==> config.mk <==
export PLATFORM = sky130hd
export DESIGN_NAME = heichips25_tiny_host_flat
export DESIGN_NICKNAME = d
export VERILOG_FILES = /design/src/rtl/heichips25_tiny_host_pkg.sv /design/src/rtl/heichips25_tiny_host_if.sv /design/src/rtl/heichips25_tiny_host.sv /design/src/flat_wrapper.sv
export SDC_FILE = /design/constraint.sdc
export NUM_CORES = 1
export LEC_CHECK = 0
export CELL_PAD_IN_SITES_DETAIL_PLACEMENT = 1
export CELL_PAD_IN_SITES_GLOBAL_PLACEMENT = 1
export CORE_MARGIN = 1.5
export CORE_UTILIZATION = 38
export DETAILED_ROUTE_END_ITERATION = 16
export GPL_TIMING_DRIVEN = 0
export PLACE_DENSITY = 0.87
export SLEW_MARGIN = 10
export SYNTH_ARGS = -nofsm -noshare
export SYNTH_HDL_FRONTEND = slang
export SYNTH_SLANG_ARGS = --single-unit
==> constraint.sdc <==
create_clock -name clk -period 2.5 [get_ports clk]
set_input_delay 0.375 -clock clk [delete_from_list [all_inputs] [get_ports clk]]
set_output_delay 0.375 -clock clk [all_outputs]
set_load 0.005 [all_outputs]
==> src/rtl/heichips25_tiny_host_pkg.sv <==
// Shared opcodes, FSM states and response codes for the tiny-project host driver.
package heichips25_tiny_host_pkg;

  typedef enum logic [7:0] {
    OP_WR_UI  = 8'h01,
    OP_WR_UIO = 8'h02,
    OP_SEL    = 8'h03,
    OP_RESET  = 8'h04,
    OP_STEP   = 8'h05,
    OP_RD_UO  = 8'h06,
    OP_RD_UIO = 8'h07
  } op_e;

  typedef enum logic [2:0] {
    S_OP,
    S_ARG,
    S_EXEC,
    S_RST,
    S_WAIT,
    S_RSP0,
    S_RSP1
  } state_e;

  localparam logic [7:0] RSP_ACK = 8'hA5;
  localparam logic [7:0] RSP_ERR = 8'hEE;

endpackage

==> src/rtl/heichips25_tiny_host_if.sv <==
// Command/response byte streams between a command source and the tiny-project host.
interface heichips25_tiny_host_if;
  logic [7:0] cmd_data;
  logic       cmd_valid;
  logic       cmd_ready;
  logic [7:0] rsp_data;
  logic       rsp_valid;
  logic       rsp_ready;

  modport master (
    output cmd_data, cmd_valid, rsp_ready,
    input  cmd_ready, rsp_data, rsp_valid
  );

  modport slave (
    input  cmd_data, cmd_valid, rsp_ready,
    output cmd_ready, rsp_data, rsp_valid
  );
endinterface

==> src/rtl/heichips25_tiny_host.sv <==
// Byte-command host driving a tiny-project pin bundle; returns sampled outputs as responses.
// Define HEICHIPS25_TINY_HOST_ACK_EN to make every write/reset/step return an 8'hA5 byte.
module heichips25_tiny_host
  import heichips25_tiny_host_pkg::*;
#(
  parameter logic [7:0] UI_RESET  = 8'h00,
  parameter logic       ENA_RESET = 1'b0
) (
  input  logic                         clk,
  input  logic                         rst,
  heichips25_tiny_host_if.slave        bus,
  output logic [7:0]                   dut_ui_in,
  output logic [7:0]                   dut_uio_in,
  output logic                         dut_ena,
  output logic                         dut_rst_n,
  input  logic [7:0]                   dut_uo_out,
  input  logic [7:0]                   dut_uio_out,
  input  logic [7:0]                   dut_uio_oe
);

`ifdef HEICHIPS25_TINY_HOST_ACK_EN
  localparam bit AckEn = 1'b1;
`else
  localparam bit AckEn = 1'b0;
`endif

  state_e     state_q, state_d;
  logic [7:0] op_q, op_d;
  logic [7:0] arg_q, arg_d;
  logic [7:0] cnt_q, cnt_d;
  logic [7:0] cap_oe_q, cap_oe_d;
  logic [7:0] rsp_q, rsp_d;
  logic       rsp_valid_q, rsp_valid_d;
  logic       cmd_ready_q, cmd_ready_d;
  logic [7:0] ui_q, ui_d;
  logic [7:0] uio_q, uio_d;
  logic       ena_q, ena_d;
  logic       rst_n_q, rst_n_d;
  logic       hs;
  logic       done;

  assign hs = bus.cmd_valid && cmd_ready_q;

  always_comb begin
    state_d     = state_q;
    op_d        = op_q;
    arg_d       = arg_q;
    cnt_d       = cnt_q;
    cap_oe_d    = cap_oe_q;
    rsp_d       = rsp_q;
    rsp_valid_d = rsp_valid_q;
    ui_d        = ui_q;
    uio_d       = uio_q;
    ena_d       = ena_q;
    rst_n_d     = 1'b1;
    done        = 1'b0;

    unique case (state_q)
      S_OP: if (hs) begin
        op_d    = bus.cmd_data;
        state_d = S_ARG;
      end
      S_ARG: if (hs) begin
        arg_d   = bus.cmd_data;
        state_d = S_EXEC;
      end
      S_EXEC: begin
        state_d = S_OP;
        case (op_q)
          OP_WR_UI:  begin ui_d  = arg_q;    done = 1'b1; end
          OP_WR_UIO: begin uio_d = arg_q;    done = 1'b1; end
          OP_SEL:    begin ena_d = arg_q[0]; done = 1'b1; end
          OP_RESET: begin
            rst_n_d = 1'b0;
            cnt_d   = arg_q;
            state_d = S_RST;
          end
          OP_STEP: begin
            if (arg_q == 8'd0) begin
              done = 1'b1;
            end else begin
              cnt_d   = arg_q - 8'd1;
              state_d = S_WAIT;
            end
          end
          OP_RD_UO: begin
            rsp_d       = dut_uo_out;
            rsp_valid_d = 1'b1;
            state_d     = S_RSP0;
          end
          OP_RD_UIO: begin
            rsp_d       = dut_uio_out;
            cap_oe_d    = dut_uio_oe;
            rsp_valid_d = 1'b1;
            state_d     = S_RSP0;
          end
          default: begin
            rsp_d       = RSP_ERR;
            rsp_valid_d = 1'b1;
            state_d     = S_RSP0;
          end
        endcase
      end
      // cnt counts remaining extra low cycles; release when it hits zero
      S_RST: begin
        if (cnt_q == 8'd0) begin
          state_d = S_OP;
          done    = 1'b1;
        end else begin
          rst_n_d = 1'b0;
          cnt_d   = cnt_q - 8'd1;
        end
      end
      S_WAIT: begin
        if (cnt_q == 8'd0) begin
          state_d = S_OP;
          done    = 1'b1;
        end else begin
          cnt_d = cnt_q - 8'd1;
        end
      end
      S_RSP0: if (bus.rsp_ready) begin
        if (op_q == OP_RD_UIO) begin
          rsp_d   = cap_oe_q;
          state_d = S_RSP1;
        end else begin
          rsp_valid_d = 1'b0;
          state_d     = S_OP;
        end
      end
      S_RSP1: if (bus.rsp_ready) begin
        rsp_valid_d = 1'b0;
        state_d     = S_OP;
      end
      default: state_d = S_OP;
    endcase

    if (AckEn && done) begin
      rsp_d       = RSP_ACK;
      rsp_valid_d = 1'b1;
      state_d     = S_RSP0;
    end

    cmd_ready_d = (state_d == S_OP) || (state_d == S_ARG);
  end

  always_ff @(posedge clk) begin
    if (rst) begin
      state_q     <= S_OP;
      op_q        <= 8'h00;
      arg_q       <= 8'h00;
      cnt_q       <= 8'h00;
      cap_oe_q    <= 8'h00;
      rsp_q       <= 8'h00;
      rsp_valid_q <= 1'b0;
      cmd_ready_q <= 1'b0;
      ui_q        <= UI_RESET;
      uio_q       <= 8'h00;
      ena_q       <= ENA_RESET;
      rst_n_q     <= 1'b0;
    end else begin
      state_q     <= state_d;
      op_q        <= op_d;
      arg_q       <= arg_d;
      cnt_q       <= cnt_d;
      cap_oe_q    <= cap_oe_d;
      rsp_q       <= rsp_d;
      rsp_valid_q <= rsp_valid_d;
      cmd_ready_q <= cmd_ready_d;
      ui_q        <= ui_d;
      uio_q       <= uio_d;
      ena_q       <= ena_d;
      rst_n_q     <= rst_n_d;
    end
  end

  assign bus.cmd_ready = cmd_ready_q;
  assign bus.rsp_data  = rsp_q;
  assign bus.rsp_valid = rsp_valid_q;
  assign dut_ui_in     = ui_q;
  assign dut_uio_in    = uio_q;
  assign dut_ena       = ena_q;
  assign dut_rst_n     = rst_n_q;

endmodule
==> src/flat_wrapper.sv <==
// flat-port wrapper written by rule: the top's interface ports become plain ports
module heichips25_tiny_host_flat import heichips25_tiny_host_pkg::*;
#(
  parameter logic [7:0] UI_RESET  = 8'h00,
  parameter logic       ENA_RESET = 1'b0
)
  (clk, rst, dut_ui_in, dut_uio_in, dut_ena, dut_rst_n, dut_uo_out, dut_uio_out, dut_uio_oe, bus_cmd_data, bus_cmd_valid, bus_rsp_ready, bus_cmd_ready, bus_rsp_data, bus_rsp_valid);
  heichips25_tiny_host_if bus_i ();
  input  logic clk;
  input  logic rst;
  output logic [7:0] dut_ui_in;
  output logic [7:0] dut_uio_in;
  output logic dut_ena;
  output logic dut_rst_n;
  input  logic [7:0] dut_uo_out;
  input  logic [7:0] dut_uio_out;
  input  logic [7:0] dut_uio_oe;
  input wire logic [$bits(bus_i.cmd_data)-1:0] bus_cmd_data;
  input wire logic [$bits(bus_i.cmd_valid)-1:0] bus_cmd_valid;
  input wire logic [$bits(bus_i.rsp_ready)-1:0] bus_rsp_ready;
  output wire logic [$bits(bus_i.cmd_ready)-1:0] bus_cmd_ready;
  output wire logic [$bits(bus_i.rsp_data)-1:0] bus_rsp_data;
  output wire logic [$bits(bus_i.rsp_valid)-1:0] bus_rsp_valid;
  assign bus_i.cmd_data = bus_cmd_data;
  assign bus_i.cmd_valid = bus_cmd_valid;
  assign bus_i.rsp_ready = bus_rsp_ready;
  assign bus_cmd_ready = bus_i.cmd_ready;
  assign bus_rsp_data = bus_i.rsp_data;
  assign bus_rsp_valid = bus_i.rsp_valid;
  heichips25_tiny_host #(.UI_RESET(UI_RESET), .ENA_RESET(ENA_RESET)) u_core (.clk(clk), .rst(rst), .bus(bus_i), .dut_ui_in(dut_ui_in), .dut_uio_in(dut_uio_in), .dut_ena(dut_ena), .dut_rst_n(dut_rst_n), .dut_uo_out(dut_uo_out), .dut_uio_out(dut_uio_out), .dut_uio_oe(dut_uio_oe));
endmodule
==> insert_results.sql <==
INSERT INTO impl_metrics (metric_group, metric, value, unit) VALUES
('outcome', 'run_status', 'completed', ''),
('setup_path', 'cp_max_fo', '9', ''),
('sta', 'fin_crit_sh', '0.9583', ''),
('die', 'die_w', '92.84', 'um'),
('sta', 'finalHoldViolations', '0', ''),
('clocking', 'cts_num_sinks', '63', ''),
('global_routing', 'grt.overflow.total', '0', ''),
('route', 'count_of_unresolved_drc_violations_after_routing', '0', ''),
('clocking', 'cts_tree', 'done', ''),
('pwr', 'vdd_drop_max', '0.0003844', 'V'),
('sta', 'timing.clock.skew', '0.007932', 'ns'),
('global_routing', 'grt_max_degree', '12', ''),
('finish', 'final_cell_mix', 'clkdlybuf4s50_1, dfxtp_1, nor2_1', ''),
('route', 'drtIter0Drc', '169', ''),
('sta', 'worst_slew_pin_slew', '0.8847', 'ns'),
('yosys', 'postSynthNetCount', '385', ''),
('yosys', 'postSynthRegisterBits', '63', ''),
('yosys', 'synth_async_sr_flop_share', '0', ''),
('die', 'initial_core_util', '0.3948', ''),
('pwr', 'power-per-cell-area', '553.6', 'mW/mm^2'),
('die', 'dieArea', '0.008618', 'sq mm'),
('sta', 'slew_headroom', '0.4019', ''),
('placed_design', 'gpl.final_weighted_congestion', '0.8559', ''),
('sta', 'fmax', '417.4', 'MHz'),
('yosys', 'sequential_element_share_of_the_synthesized_area', '0.4113', ''),
('yosys', 'synth_largest_area_cell', 'dfxtp_1', ''),
('job', 'maxCapViolations', '0', ''),
('sta', 'maxSlewViolCount', '0', ''),
('yosys', 'ys_warn_count', '0', ''),
('route', 'antenna_left', '0', ''),
('yosys', 'synthesis.area_per_instance', '8.838', 'sq um'),
('setup_path', 'timing.critical_path.arrival', '2.62', 'ns'),
('finish', 'ff_latch_area', '0.001261', 'sq mm'),
('finish', 'layout-drive-gt1-share', '0.08920', ''),
('setup_path', 'critical_path.endpoint_type', 'flop', ''),
('global_routing', 'grt_pass1_wl', '16110', 'um'),
('clocking', 'ctsRootBufferMaster', 'clkbuf_8', ''),
('global_routing', 'grt_pass1_vias', '3147', ''),
('route', 'drtPass1Iterations', '4', ''),
('route', 'detail_route.wirelength', '10010', 'um'),
('route', 'wire_per_inst', '18.95', 'um'),
('clocking', 'worstSkewPairLatency', '0.35', 'ns'),
('yosys', 'ys.flop_type', 'dfxtp_1', ''),
('placed_design', 'post-dp-hpwl', '7063', 'um'),
('finish', 'finish.net_count', '459', ''),
('finish', 'num_antenna_cells', '0', ''),
('finish', 'fillCellCount', '909', ''),
('setup_path', 'critPathRequiredTime', '2.73', 'ns'),
('clocking', 'numCtsBuffers', '9', ''),
('placed_design', 'pre_cts_worst_setup_slack', '-0.1820', 'ns'),
('die', 'pin_count', '64', ''),
('sta', 'fin_crit', '2.396', 'ns'),
('placed_design', 'buffer_ports.inserted', '63', ''),
('setup_path', 'critical_path_class', 'flop to flop', ''),
('clocking', 'h-tree-depth', '3', ''),
('clocking', 'clk_transition_reported_paths', '0.07', 'ns'),
('finish', 'multi_input_comb_area', '0.001727', 'sq mm'),
('die', 'die-height', '92.84', 'um'),
('sta', 'setup_viol', '0', ''),
('die', 'core_area', '0.007767', 'sq mm'),
('finish', 'area.growth.synth_to_final', '34.27', '%'),
('yosys', 'synth_enable_flop_cells', '0', ''),
('clocking', 'cts_buffer_depth', '2', ''),
('yosys', 'yosys-top-cells-area', 'dfxtp_1, mux2i_1, nor2_1', ''),
('pwr', 'p_leak', '1.425', 'nW'),
('die', 'row_count', '32', ''),
('global_routing', 'track_usage', '0.2415', ''),
('sta', 'fin_tns_setup', '0', 'ns'),
('yosys', 'synth_cell_types', '56', ''),
('route', 'avgViaCountPerCell', '5.710', ''),
('yosys', 'synthesis.instances', '347', ''),
('route', 'vias', '3015', ''),
('sta', 'worst_slack', '0.1043', 'ns'),
('setup_path', 'timing.critical_path.from_type', 'flop', ''),
('yosys', 'synth_top_cell_area_share', '0.4113', ''),
('yosys', 'synthesis.area', '0.003067', 'sq mm'),
('global_routing', 'grt_antenna_before_repair', '0', ''),
('worst_hold_path', 'hold_class', 'flop to flop', '');
[cells by family (layout without fill, tap and decap cells)]
family                   after synthesis  in the layout  share of synthesized area
AO/OA/AOI/OAI                         67             67                     0.1526
buffers and inverters                 32            111                    0.04284
flip-flops                            63             63                     0.4113
adder cells (fa/ha/maj)                2              2                   0.008159
XOR/XNOR                               7              7                    0.01999
multiplexers                          45             45                     0.1473
AND/OR/NAND/NOR                      131            131                     0.2179
[critical path, cell delays in order, from the launching register on]
cell and delay (ns):
dfxtp_1 0.30, buf_2 0.16, or3b_1 0.36, buf_2 0.18
or4_4 0.53, nor3b_2 0.20, buf_4 0.23, mux2i_2 0.25
nor2_1 0.06
[flip-flops by register name (all words and copies together), names as in the netlist]
signal and count:
u_core.dut_ui_in 8, u_core.cnt_q 8, u_core.dut_rst_n 1, u_core.state_q 3, u_core.dut_ena 1, u_core.op_q 8, u_core.bus.rsp_data 8, u_core.bus.cmd_ready 1
u_core.dut_uio_in 8, u_core.arg_q 8, u_core.cap_oe_q 8, u_core.bus.rsp_valid 1
[synthesized netlist by cell type, types with 5 or more instances]
library cell and count:
nor3_1 10, dfxtp_1 63, nor2_1 59, inv_1 10
a21oi_1 16, o2111ai_1 5, nand4_1 5, nand2_1 15
o22ai_1 6, xor2_1 5, a221o_1 5, mux2i_1 44
o21ai_0 15, clkbuf_1 15
[stage by stage]
step	std cells	hold slack, ns	util	power, W	instance area, sq um
after floorplan	347	0.4604	-	0.001172	3067
final	528	0.4951	0.5301	0.002280	4118
after CTS	528	0.4970	0.5235	0.002290	4066
after global routing	528	0.5137	0.5301	0.002365	4118
after global placement	512	0.4595	0.4924	0.001276	3825
after detailed placement	512	0.4806	0.4924	0.001286	3825
[where the power goes]
group          switching [W]  internal (W)
clock               0.000413      0.000589
sequential         0.0000218       0.00102
combinational       0.000120      0.000114
total               0.000555       0.00172
[final timing paths]
check | cells after the start | slack [ns] | startpoint | to
setup / recovery | 8 | 0.10 | u_core.state_q[0] | u_core.dut_uio_in[5]
hold / removal | 2 | 0.50 | u_core.bus.rsp_data[2] | u_core.bus.rsp_data[2]
setup reg to reg | 8 | 0.10 | u_core.state_q[0] | u_core.dut_uio_in[5]
hold reg to reg | 2 | 0.50 | u_core.bus.rsp_data[2] | u_core.bus.rsp_data[2]
[layer usage]
metal / up-vias / share of wire / track usage / routed length, um
met2: 72 / 0.52 / 0.4221 / 5244
met3: 11 / 0.028 / 0.04762 / 280
met5: - / 0 / 0 / 0
met1: 1519 / 0.43 / 0.2936 / 4325
li1: 1413 / - / - / -
met4: 0 / 0.015 / 0.08207 / 154
[repair_timing]
action,4_1_cts,5_1_grt
hold endpoints to repair,0,0
hold buffers,0,0
buffers inserted,0,1
pin swaps,0,1
resized for setup,5,6
endpoints found under the setup margin,7,29
[area by class of cell]
cell class                      count  share of cell area
Buffer                             21             0.02218
Inverter                           10            0.009116
Clock buffer                       11             0.03434
Timing Repair Buffer               64              0.1580
Tap cell                          102             0.03099
Multi-Input combinational cell    252              0.4193
Sequential cell                    63              0.3063
Clock inverter                      5             0.01975
Note: power is estimated with default switching activity, not from simulation.
